### src/rtl/btn_cmd_arbiter_if.sv
// Command port between the request arbiter and the processor front-end decoder.
// A command is transferred on each clock edge where cmd_valid and cmd_ready are both high.
interface btn_cmd_arbiter_if #(
  parameter int ID_W = 2
) ();
  logic            cmd_valid;
  logic [ID_W-1:0] cmd_id;
  logic            cmd_ready;

  modport master (output cmd_valid, output cmd_id, input cmd_ready);
  modport slave  (input cmd_valid, input cmd_id, output cmd_ready);
endinterface

### src/rtl/btn_cmd_arbiter.sv
// Per-channel edge-to-pulse request capture, pending flags and a round-robin grant onto one command port.
// Optional input debounce is compiled in when the macro BTN_DEBOUNCE_EN is defined.
module btn_cmd_chan #(
  parameter int DB_CYCLES = 16,
  parameter int DB_W      = 5
) (
  input  logic clk,
  input  logic rst,
  input  logic i_req,
  output logic o_evt
);
  logic r_s, r_p;

`ifdef BTN_DEBOUNCE_EN
  logic [DB_W-1:0] r_cnt;

  // A level change only reaches r_s after DB_CYCLES consecutive cycles of mismatch.
  always_ff @(posedge clk) begin
    if (rst) begin
      r_s   <= 1'b0;
      r_cnt <= '0;
    end else if (i_req != r_s) begin
      if (r_cnt == DB_W'(DB_CYCLES - 1)) begin
        r_s   <= i_req;
        r_cnt <= '0;
      end else begin
        r_cnt <= r_cnt + 1'b1;
      end
    end else begin
      r_cnt <= '0;
    end
  end
`else
  always_ff @(posedge clk) begin
    if (rst) r_s <= 1'b0;
    else     r_s <= i_req;
  end
`endif

  always_ff @(posedge clk) begin
    if (rst) r_p <= 1'b0;
    else     r_p <= r_s;
  end

  assign o_evt = r_s & ~r_p;
endmodule

module btn_cmd_arbiter #(
  parameter int N_REQ     = 4,
  parameter int ID_W      = 2,
  parameter int DB_CYCLES = 16,
  parameter int DB_W      = 5
) (
  input  logic                 clk,
  input  logic                 rst,
  input  logic [N_REQ-1:0]     i_req_in,
  btn_cmd_arbiter_if.master    cmd,
  output logic [N_REQ-1:0]     o_pending,
  output logic                 o_overrun
);
  typedef enum logic [1:0] {IDLE = 2'b00, GRANT = 2'b01} state_t;

  state_t            r_state, w_state_nxt;
  logic [ID_W-1:0]   r_cmd_id, w_cmd_id_nxt;
  logic [ID_W-1:0]   r_last_grant, w_last_nxt;
  logic [N_REQ-1:0]  r_pending;
  logic              r_overrun;
  logic [N_REQ-1:0]  w_evt, w_clr, w_drop;
  logic              w_hs, w_found;
  logic [ID_W-1:0]   w_pick;

  genvar gi;
  generate
    for (gi = 0; gi < N_REQ; gi++) begin : g_chan
      btn_cmd_chan #(.DB_CYCLES(DB_CYCLES), .DB_W(DB_W)) u_chan (
        .clk   (clk),
        .rst   (rst),
        .i_req (i_req_in[gi]),
        .o_evt (w_evt[gi])
      );
      assign w_clr[gi] = w_hs & (r_cmd_id == ID_W'(gi));
    end
  endgenerate

  assign w_hs   = (r_state == GRANT) & cmd.cmd_ready;
  // A new event on a channel that stays pending is lost; a concurrent clear does not count as a drop.
  assign w_drop = w_evt & r_pending & ~w_clr;

  always_ff @(posedge clk) begin
    if (rst) begin
      r_pending <= '0;
      r_overrun <= 1'b0;
    end else begin
      r_pending <= w_evt | (r_pending & ~w_clr);
      r_overrun <= |w_drop;
    end
  end

  // Round-robin search starting one past the last granted channel.
  always_comb begin
    logic [ID_W:0] idx;
    w_found = 1'b0;
    w_pick  = '0;
    idx     = '0;
    for (int k = 1; k <= N_REQ; k++) begin
      idx = {1'b0, r_last_grant} + (ID_W+1)'(k);
      if (idx >= (ID_W+1)'(N_REQ)) idx = idx - (ID_W+1)'(N_REQ);
      if (!w_found && r_pending[idx[ID_W-1:0]]) begin
        w_found = 1'b1;
        w_pick  = idx[ID_W-1:0];
      end
    end
  end

  always_comb begin
    w_state_nxt  = r_state;
    w_cmd_id_nxt = r_cmd_id;
    w_last_nxt   = r_last_grant;
    case (r_state)
      IDLE: begin
        if (w_found) begin
          w_state_nxt  = GRANT;
          w_cmd_id_nxt = w_pick;
        end
      end
      GRANT: begin
        if (cmd.cmd_ready) begin
          w_state_nxt = IDLE;
          w_last_nxt  = r_cmd_id;
        end
      end
      default: w_state_nxt = IDLE;
    endcase
  end

  always_ff @(posedge clk) begin
    if (rst) begin
      r_state      <= IDLE;
      r_cmd_id     <= '0;
      r_last_grant <= ID_W'(N_REQ - 1);
    end else begin
      r_state      <= w_state_nxt;
      r_cmd_id     <= w_cmd_id_nxt;
      r_last_grant <= w_last_nxt;
    end
  end

  assign cmd.cmd_valid = (r_state == GRANT);
  assign cmd.cmd_id    = r_cmd_id;
  assign o_pending     = r_pending;
  assign o_overrun     = r_overrun;
endmodule

### src/flat_wrapper.sv
// flat-port wrapper written by rule: the top's interface ports become plain ports
module btn_cmd_arbiter_flat 
#(
  parameter int N_REQ     = 4,
  parameter int ID_W      = 2,
  parameter int DB_CYCLES = 16,
  parameter int DB_W      = 5
)
  (clk, rst, i_req_in, o_pending, o_overrun, cmd_cmd_valid, cmd_cmd_id, cmd_cmd_ready);
  btn_cmd_arbiter_if #(.ID_W(ID_W)) cmd_i ();
  input  logic clk;
  input  logic rst;
  input  logic [N_REQ-1:0] i_req_in;
  output logic [N_REQ-1:0] o_pending;
  output logic o_overrun;
  output wire logic [$bits(cmd_i.cmd_valid)-1:0] cmd_cmd_valid;
  output wire logic [$bits(cmd_i.cmd_id)-1:0] cmd_cmd_id;
  input wire logic [$bits(cmd_i.cmd_ready)-1:0] cmd_cmd_ready;
  assign cmd_cmd_valid = cmd_i.cmd_valid;
  assign cmd_cmd_id = cmd_i.cmd_id;
  assign cmd_i.cmd_ready = cmd_cmd_ready;
  btn_cmd_arbiter #(.N_REQ(N_REQ), .ID_W(ID_W), .DB_CYCLES(DB_CYCLES), .DB_W(DB_W)) u_core (.clk(clk), .rst(rst), .i_req_in(i_req_in), .cmd(cmd_i), .o_pending(o_pending), .o_overrun(o_overrun));
endmodule
### config.mk
export PLATFORM = sky130hd
export DESIGN_NAME = btn_cmd_arbiter_flat
export DESIGN_NICKNAME = d
export VERILOG_FILES = /design/src/rtl/btn_cmd_arbiter_if.sv /design/src/rtl/btn_cmd_arbiter.sv /design/src/flat_wrapper.sv
export SDC_FILE = /design/constraint.sdc
export NUM_CORES = 1
export LEC_CHECK = 0
export CORE_AREA = 2 2 42 44
export DETAILED_ROUTE_END_ITERATION = 16
export DIE_AREA = 0 0 44 46
export GPL_ROUTABILITY_DRIVEN = 0
export GPL_TIMING_DRIVEN = 0
export PLACE_DENSITY = 0.74
export SLEW_MARGIN = 10
export SYNTH_ARGS = -nofsm -noshare
export SYNTH_HDL_FRONTEND = slang
export SYNTH_SLANG_ARGS = --single-unit
### constraint.sdc
create_clock -name clk -period 2.8 [get_ports clk]
set_input_delay 0.42 -clock clk [delete_from_list [all_inputs] [get_ports clk]]
set_output_delay 0.42 -clock clk [all_outputs]
set_load 0.02 [all_outputs]
Yosys cells after proc, flatten, opt, wreduce, memory -nomap -nowiden --
Index checks and enable logic that the tools add are counted.
Word-level totals: flip-flop bits (word level) 19, word-level logic and storage cells 88, input port bits 7, memory bits (read-only) 0, memories kept 0, output and inout bits 8, bits in latches 0, bits in writable memories 0
Operators by class: order comparisons 8, shift operators 0, add/sub/neg operators 8, multiply operators 0, bitwise operators 18, divide/modulo/power cells 0, multiplexer cells 23, equality and inequality tests 6, reductions and logical operators 12
Operators with widths (number):
- $mux 2 | 10
- $and 4x4->4 | 3
- $ge 3x3->1 const B | 4
- $lt 2x3->1 const B | 4
- $and 1x1->1 | 9
- $bmux 1 s2 | 4
- $mux 1 | 8
- $sub 2x1->2 const B | 4
- $add 2x2->3 const B | 2
- $reduce_and 2->1 | 3
- $eq 2x1->1 const B | 2
- $eq 2x2->1 const B | 2
- $logic_not 2->1 | 2
- $ne 2x1->1 const B | 2
- $not 1->1 | 4
- $not 4->4 | 1
- $or 4x4->4 | 1
- $pmux 2 s2 | 1
- $reduce_or 4->1 | 1
- $add 2x1->3 const B | 1
- $add 2x3->3 const B | 1
- $logic_and 1x1->1 | 3
- $logic_not 1->1 | 3

Logic depth before layout (Yosys ltp) --
Gate-level depths: netlist of run 1.
depth after elaboration 17, gate-level depth with buffers 5, depth with buffers taken out 4

Cells and area by module --
Synthesis of run 1 repeated with hierarchy kept, for this count alone.
Second synthesis, totals: cells, all modules 75, area total of the unflattened synthesis 747.0 µm²
Modules (own cells, without submodules):
- btn_cmd_arbiter | area an instance 501.7 µm², times used 1, cells an instance 55, sequential area each 200.2 µm²
- btn_cmd_chan | area an instance 61.3 µm², times used 4, cells an instance 5, sequential area each 40.0 µm²

Least setup slack after synthesis of run 1 --
No wires, ideal clock.
path type reg2reg, start point register u_core.r_state[0], end point register u_core.r_overrun, in the netlist u_core.o_overrun, path buffers 0, stages on the path, launching flop included 5, required time 2.668 ns, setup time 0.132 ns, clock period less this slack 1.242 ns, slack 1.558 ns, data arrival time 1.110 ns, path through dfxtp_1 -> nand2_1 -> o31ai_1 -> o22a_1 -> a21oi_1
Between the ends: cells in the longest elaborated chain, start to end 6, elaborated cells on any way between the ends 9, classes of those cells 1 x eq/ne; 7 x bitwise; 1 x reduce/logical
Ends and longest elaborated chain:
- from (decl) | RTL line btn_cmd_arbiter.sv:63 | state_t r_state, w_state_nxt;
- from (signal assigned) | RTL line btn_cmd_arbiter.sv:142 | r_state <= w_state_nxt;
- $eq 2x1->1 (*) | RTL line btn_cmd_arbiter.sv:85 | assign w_hs = (r_state == GRANT) & cmd.cmd_ready;
- $and 1x1->1 (*) | RTL line btn_cmd_arbiter.sv:85
- $and 1x1->1 | RTL line btn_cmd_arbiter.sv:81 | assign w_clr[gi] = w_hs & (r_cmd_id == ID_W'(gi));
- $not 4->4 (*) | RTL line btn_cmd_arbiter.sv:87 | assign w_drop = w_evt & r_pending & ~w_clr;
- $and 4x4->4 (*) | RTL line btn_cmd_arbiter.sv:87
- $reduce_or 4->1 (*) | RTL line btn_cmd_arbiter.sv:95 | r_overrun <= |w_drop;
- to (signal assigned) | RTL line btn_cmd_arbiter.sv:95
- to (decl) | RTL line btn_cmd_arbiter.sv:67 | logic r_overrun;
Every way passes the cells marked *; elsewhere a longest branch is shown, timed or not. A chain may end at the register's enable or synchronous reset.

Final worst setup path of run 1 --
start point register u_core.r_cmd_id[1], in the netlist u_core.cmd.cmd_id[1], end point output cmd_cmd_id[1]
RTL lines:
- from (decl) | RTL line btn_cmd_arbiter.sv:64 | logic [ID_W-1:0] r_cmd_id, w_cmd_id_nxt;
- from (signal assigned) | RTL line btn_cmd_arbiter.sv:143 | r_cmd_id <= w_cmd_id_nxt;
- to (decl) | RTL line flat_wrapper.sv:17 | output wire logic [$bits(cmd_i.cmd_id)-1:0] cmd_cmd_id;
No word-level cell between the ends.

==> out/results.md, run 1 <==
### Timing
- **Final setup violation count** 0
- **worst clock skew** 0.003308 ns
- **setup repair after global routing missed its margin** false
- **maximum clock rate** 539.2 MHz
- **final critical-path setup slack** 0.9454 ns
- **transition time at the pin with the least slew margin** 0.4494 ns
- **minimum clock period** 1.855 ns
- **final-report hold violation count** 0
- **final-report max-slew violation count** 0
- **relative slew slack** 0.7004
- **fraction of the cycle the final worst path needs** 0.6624
- **final sum of negative setup slack** 0 ns

### Logic synthesis
- **synthesized net count** 86
- **synthesized area** 724.4 µm²
- **Gate Count Post-Synth** 79
- **area share of the largest cell type after synthesis** 0.4974
- **portion of the post-synthesis area used by sequential elements** 0.4974
- **cell accounting for the most synthesized area** dfxtp_1
- **cells taking the most area after synthesis** dfxtp_1 (50%), nor2b_1 (7.8%), nand2b_1 (5.2%)
- **#FFs+latches synth** 18
- **average cell area after synthesis** 9.170 µm²
- **number of warnings issued by yosys** 0
- **count of cell types in the netlist** 27

### Outcome
- **status** complete, no violations

### Power
- **Cell Pwr Density** 584.0 mW/mm²
- **static power due to leakage** 0.3513 nW
- **Internal Power** 0.3799 mW
- **fraction of power consumed by combinational cells** 0.196
- **fraction of power spent switching nets** 0.2838
- **net load switching power** 0.1506 mW
- **Clock Power Share** 0.239
- **maximum ir drop on the vdd rail** 0.2611 mV
- **Reg power frac** 0.565

### Critical path
- **Data arrival, critical path** 1.43 ns
- **largest delay contributor family on the critical path** buffers and inverters
- **type of the worst setup path** flop to output pin
- **biggest fanout along the worst timing path** 8
- **critical path buffer and inverter count** 1
- **crit-path max cell delay** 0.66 ns
- **CP startpoint kind** flop
- **Critical Path Slowest Stage Cell** clkdlybuf4s50_1
- **data required time at the worst endpoint** 2.38 ns
- **Worst setup EP type** output pin
- **crit-path cells** clkdlybuf4s50_1

### Cells and area
- **multi-input combinational cell area** 337.8 µm²
- **Reg area** 360.3 µm²
- **most frequent cells in the layout** dfxtp_1 (18), clkdlybuf4s50_1 (14), nor2b_1 (9), a21oi_1 (7)
- **layout overhead on the synthesized area** 25.39%
- **commonest non-fill, non-tap cell in the layout** dfxtp_1
- **Inserted Diodes** 0
- **number of nets at the end of the flow** 105
- **fraction of layout cells with a size suffix above 1** 0.08333
- **Filler Cell Count** 145
- **final design area excluding fillers** 908.4 µm²
- **Final Non-Filler Cells** 113

### CTS
- **clock tree from TritonCTS** yes
- **CTS H-tree lvls** 1
- **CTS sink count** 18
- **clk_lat worst skew** 0.29 ns
- **Post-CTS Repair Setup Buffers** 0
- **CTS clk-pin slew, worst paths** 0.10 ns
- **library cell used as clock root buffer** clkbuf_4
- **# hold bufs at CTS** 0
- **post-CTS resize count** 0
- **number of buffers on the longest clock path** 2
- **number of buffers inserted during clock tree synthesis** 3

### Route
- **final wirelength** 1399 µm
- **routed via count** 646
- **1st-iter DRT viols** 9
- **via density per instance** 5.717
- **Residual DRC** 0
- **iteration count of the initial detailed-routing pass** 4
- **wire length per cell** 12.38 µm
- **remaining antenna violation count** 0

### Placement
- **number of placed instances with taps included** 110
- **Worst Setup Slack post-DPL** 1.073 ns
- **port buffer count** 14
- **placed wire-length estimate** 1029 µm
- **area after detailed placement** 885.9 µm²

### Floorplan
- **height of the chip** 46 µm
- **area of the placeable core** 0.001614 mm²
- **die width** 44 µm
- **Total Die Area** 0.002024 mm²
- **effective utilization at floorplan** 0.4488
- **Core Rows** 15
- **number of placed I/O pins** 15

### Flow run
- **total of max-cap violations** 0

### Global routing
- **number of antenna violations at the first check in global routing** 0
- **pin count of the biggest net entering global routing** 11
- **GRT Residual Overflow** 0
- **vias in the first global route** 553
- **Global Route Usage Sum** 0.1537
- **wire length of the first global-routing pass** 2208 µm

### Worst hold path
- **Min-Delay Path Class** flop to flop

worst reg2reg max path, delay by kind of cell, from the launching register on:
family           cells  cell delay, ns
flip-flops           1            0.44
AO/OA/AOI/OAI        3            0.51
AND/OR/NAND/NOR      1            0.16
path summary, 6_finish.rpt:
path                                             startpoint  cells after the start                          end  slack (ns)
worst max-delay path                   u_core.cmd.cmd_id[1]                      1                cmd_cmd_id[1]        0.95
worst min-delay path            u_core.g_chan[3].u_chan.r_s                      1  u_core.g_chan[3].u_chan.r_p        0.47
worst max register to register            u_core.r_state[0]                      4             u_core.o_overrun        1.56
worst min register to register  u_core.g_chan[3].u_chan.r_s                      1  u_core.g_chan[3].u_chan.r_p        0.47
logic make-up (layout without fill, tap and decap cells):
| logic type | after synthesis | in the layout | synth area share |
|---|---|---|---|
| AND/OR/NAND/NOR | 34 | 34 | 0.2591 |
| AO/OA/AOI/OAI | 21 | 21 | 0.1934 |
| flip-flops | 18 | 18 | 0.4974 |
| buffers and inverters | 5 | 22 | 0.03626 |
| multiplexers | 1 | 1 | 0.01382 |
synthesized netlist by cell type:
cell type and instances:
a211o_1 1, a21o_2 1, a21oi_1 7, a22o_1 1, a311oi_1 2, and3_1 1
buf_6 1, clkbuf_1 1, dfxtp_1 18, inv_1 2, inv_2 1, mux2i_1 1
nand2_1 5, nand2b_1 6, nand3_1 3, nand4_1 1, nor2_1 6, nor2b_1 9
nor4_2 1, o21ai_0 2, o21ai_1 1, o221ai_1 2, o22a_1 1, o22ai_1 2
o31ai_1 1, or2_0 1, or2_2 1
stage by stage:
stage            util  power, mW  hold WS [ns]
3_3_place_gp   0.5488     0.4067        0.4445
6_report       0.5628     0.5305        0.4684
3_5_place_dp   0.5488     0.4102        0.4496
4_1_cts        0.5628     0.5336        0.4708
2_1_floorplan       -     0.3637        0.4297
5_1_grt        0.5628     0.5558        0.4776
power groups by stage:
stage / clock network (mW) / registers, mW / logic, mW
floorplan: 0 / 0.313 / 0.0503
global placement: 0 / 0.304 / 0.102
detailed placement: 0 / 0.306 / 0.104
CTS: 0.129 / 0.300 / 0.105
global route: 0.138 / 0.303 / 0.114
finish: 0.127 / 0.300 / 0.104
registers in the layout, summed over array words and instances (netlist names):
signal / count
u_core.g_chan.u_chan.r_p: 4
u_core.o_pending: 4
u_core.r_last_grant: 2
u_core.g_chan.u_chan.r_s: 4
u_core.cmd.cmd_id: 2
u_core.o_overrun: 1
u_core.r_state: 1
per-layer routing:
metal | up-vias | wire [µm] | track usage
li1 | 315 | - | -
met1 | 310 | 610 | 0.1723
met2 | 16 | 694 | 0.2647
met3 | 5 | 64 | 0.03571
met4 | 0 | 31 | 0.09091
met5 | - | 0 | 0
layout make-up:
cell class / count / share of cell area
multi-input cells: 56 / 0.3719
repair buffers: 14 / 0.1543
plain buffers: 2 / 0.01653
inverters: 3 / 0.01240
well taps: 17 / 0.02342
clock buffers: 3 / 0.02479
flip-flops and latches: 18 / 0.3967
Note: power is estimated with default switching activity, not from simulation.
==> run 2, diff against run 1 <==
CORE_AREA = 2 2 43 45   (was 2 2 42 44)
DIE_AREA = 0 0 45 47   (was 0 0 44 46)
PLACE_DENSITY = 0.71   (was 0.74)
clock period = 1.9 ns   (was 2.8 ns; I/O delays follow)
==> out/results.md, run 2 (synthesis gave the netlist of run 1 again) <==
### Timing
- **Final setup violation count** 0, unchanged
- **final-report max-slew violation count** 0, unchanged
- **transition time at the pin with the least slew margin** 0.4528 ns, +0.003341 ns
- **setup repair after global routing missed its margin** false
- **Hold Worst Slack** 0.4704 ns, +0.002002 ns
- **fraction of the cycle the final worst path needs** 0.9023
- **relative slew slack** 0.6982, -0.002227
- **final-report hold violation count** 0, unchanged
- **maximum clock rate** 583.3 MHz
- **worst clock skew** 0.003688 ns, +0.0003797 ns
- **minimum clock period** 1.714 ns
- **final sum of negative setup slack** 0 ns, unchanged

### Power
- **Cell Pwr Density** 890.0 mW/mm², +52%
- **fraction of power spent switching nets** 0.2657, -0.01812
- **Internal Power** 0.6027 mW, +59%
- **Clock Power Share** 0.276, +0.037
- **maximum ir drop on the vdd rail** 0.5133 mV, +97%
- **Reg power frac** 0.538, -0.027
- **static power due to leakage** 0.3585 nW, +2.0%
- **net load switching power** 0.2181 mW, +45%
- **fraction of power consumed by combinational cells** 0.186, -0.010

### CTS
- **post-CTS resize count** 0, unchanged
- **library cell used as clock root buffer** clkbuf_4
- **number of buffers inserted during clock tree synthesis** 3, unchanged
- **clk_lat worst skew** 0.28 ns, about the same
- **Post-CTS Repair Setup Buffers** 0, unchanged
- **# hold bufs at CTS** 0, unchanged
- **CTS sink count** 18, unchanged
- **CTS clk-pin slew, worst paths** 0.10 ns, about the same
- **clock tree from TritonCTS** yes
- **CTS H-tree lvls** 1, unchanged
- **number of buffers on the longest clock path** 2, unchanged

### Worst hold path
- **worst hold endpoint** u_core.g_chan[3].u_chan.r_p
- **source of the worst hold timing path** u_core.g_chan[3].u_chan.r_s
- **cell depth of the worst min-delay path** 1, unchanged
- **Min-Delay Path Class** flop to flop

### Critical path
- **type of the worst setup path** flop to output pin
- **CP startpoint kind** flop
- **crit-path cells** clkdlybuf4s50_1
- **RR Startpoint** u_core.r_state[0]
- **biggest fanout along the worst timing path** 8, unchanged
- **Data arrival, critical path** 1.43 ns, about the same
- **crit-path max cell delay** 0.66 ns, about the same
- **Worst setup EP type** output pin
- **Critical Path Slowest Stage Cell** clkdlybuf4s50_1
- **largest delay contributor family on the critical path** buffers and inverters
- **number of cell instances on the worst register-to-register path** 4, unchanged
- **capture point of the worst reg-to-reg path** u_core.o_overrun
- **data required time at the worst endpoint** 1.62 ns, -0.76 ns
- **register-to-register setup slack** 0.66 ns, -0.90 ns
- **critical path buffer and inverter count** 1, unchanged

### Global routing
- **pin count of the biggest net entering global routing** 11, unchanged
- **vias in the first global route** 534, -3.4%
- **Global Route Usage Sum** 0.1494, -0.004257
- **wire length of the first global-routing pass** 2256 µm, +2.2%
- **number of antenna violations at the first check in global routing** 0, unchanged
- **GRT Residual Overflow** 0, unchanged

### Cells and area
- **commonest non-fill, non-tap cell in the layout** dfxtp_1
- **Inserted Diodes** 0, unchanged
- **Filler Cell Count** 165, +14%
- **layout overhead on the synthesized area** 27.29%
- **most frequent cells in the layout** dfxtp_1 (18), clkdlybuf4s50_1 (14), nor2b_1 (9), a21oi_1 (7)
- **fraction of layout cells with a size suffix above 1** 0.09278, +0.009450
- **number of nets at the end of the flow** 105, unchanged

### Route
- **iteration count of the initial detailed-routing pass** 4, unchanged
- **wire length per cell** 12.03 µm, -2.9%
- **via density per instance** 5.351, -6.4%
- **final wirelength** 1371 µm, -2.0%
- **remaining antenna violation count** 0, unchanged
- **Residual DRC** 0, unchanged
- **1st-iter DRT viols** 19, +10
- **routed via count** 610, -5.6%

### Floorplan
- **die width** 45 µm, +2.3%
- **effective utilization at floorplan** 0.4386, -0.01020
- **Total Die Area** 0.002115 mm², +4.5%
- **number of placed I/O pins** 15, unchanged
- **height of the chip** 47 µm, +2.2%
- **area of the placeable core** 0.001652 mm², +2.3%
- **Core Rows** 15, unchanged

### Placement
- **port buffer count** 14, unchanged
- **placed wire-length estimate** 1016 µm, -1.2%

### Flow run
- **total of max-cap violations** 0, unchanged

### Outcome
- **status** complete, no violations

run 2: cell types whose count changed in the layout (fill, tap and decap cells not counted):
| cell | before | now |
|---|---|---|
| clkbuf_8 | 0 | 1 |
run 2: power groups by stage:
stage / Sequential [mW] / Clock (mW) / Combinational (mW)
3_3_place_gp: 0.449 / 0 / 0.150
6_report: 0.441 / 0.226 / 0.153
3_5_place_dp: 0.450 / 0 / 0.154
4_1_cts: 0.441 / 0.235 / 0.154
2_1_floorplan: 0.462 / 0 / 0.0742
5_1_grt: 0.446 / 0.249 / 0.169
run 2: how the worst max path moves through the flow:
stage	start	endpoint	slack [ns]	depth (start not counted)
floorplan	u_core.r_state[0]	u_core.o_overrun	0.66	4
global placement	cmd_cmd_ready	u_core.o_overrun	0.30	5
detailed placement	rst	u_core.o_pending[3]	0.29	3
CTS	u_core.cmd.cmd_id[1]	cmd_cmd_id[1]	0.17	1
global route	u_core.cmd.cmd_id[1]	cmd_cmd_id[1]	0.13	1
finish	u_core.o_pending[2]	o_pending[2]	0.19	1
run 2: routing by layer:
| metal | global-route usage | up-vias | wire [µm] |
|---|---|---|---|
| met5 | 0 | - | 0 |
| met1 | 0.1976 | 271 | 609 |
| met3 | 0.02308 | 2 | 79 |
| li1 | - | 316 | - |
| met2 | 0.2400 | 21 | 675 |
| met4 | 0.07059 | 0 | 6 |
run 2: final cells by class:
cell class,count,area (µm²),area share
Timing Repair Buffer,14,140.1,0.1520
Buffer,2,15.01,0.01628
Clock buffer,4,36.28,0.03935
Tap cell,17,21.27,0.02307
Sequential cell,18,360.3,0.3908
Inverter,3,11.26,0.01221
Multi-Input combinational cell,56,337.8,0.3664
run 2: per-stage QoR:
step	utilization	setup WS [ns]	cell area (µm²)	std cells	power, mW
after CTS	0.5583	0.1730	922.1	114	0.8304
after detailed placement	0.5364	0.2879	885.9	110	0.6034
after floorplan	-	0.6577	724.4	79	0.5360
after global placement	0.5364	0.2959	885.9	110	0.5999
after global routing	0.5583	0.1275	922.1	114	0.8646
final	0.5583	0.1856	922.1	114	0.8207
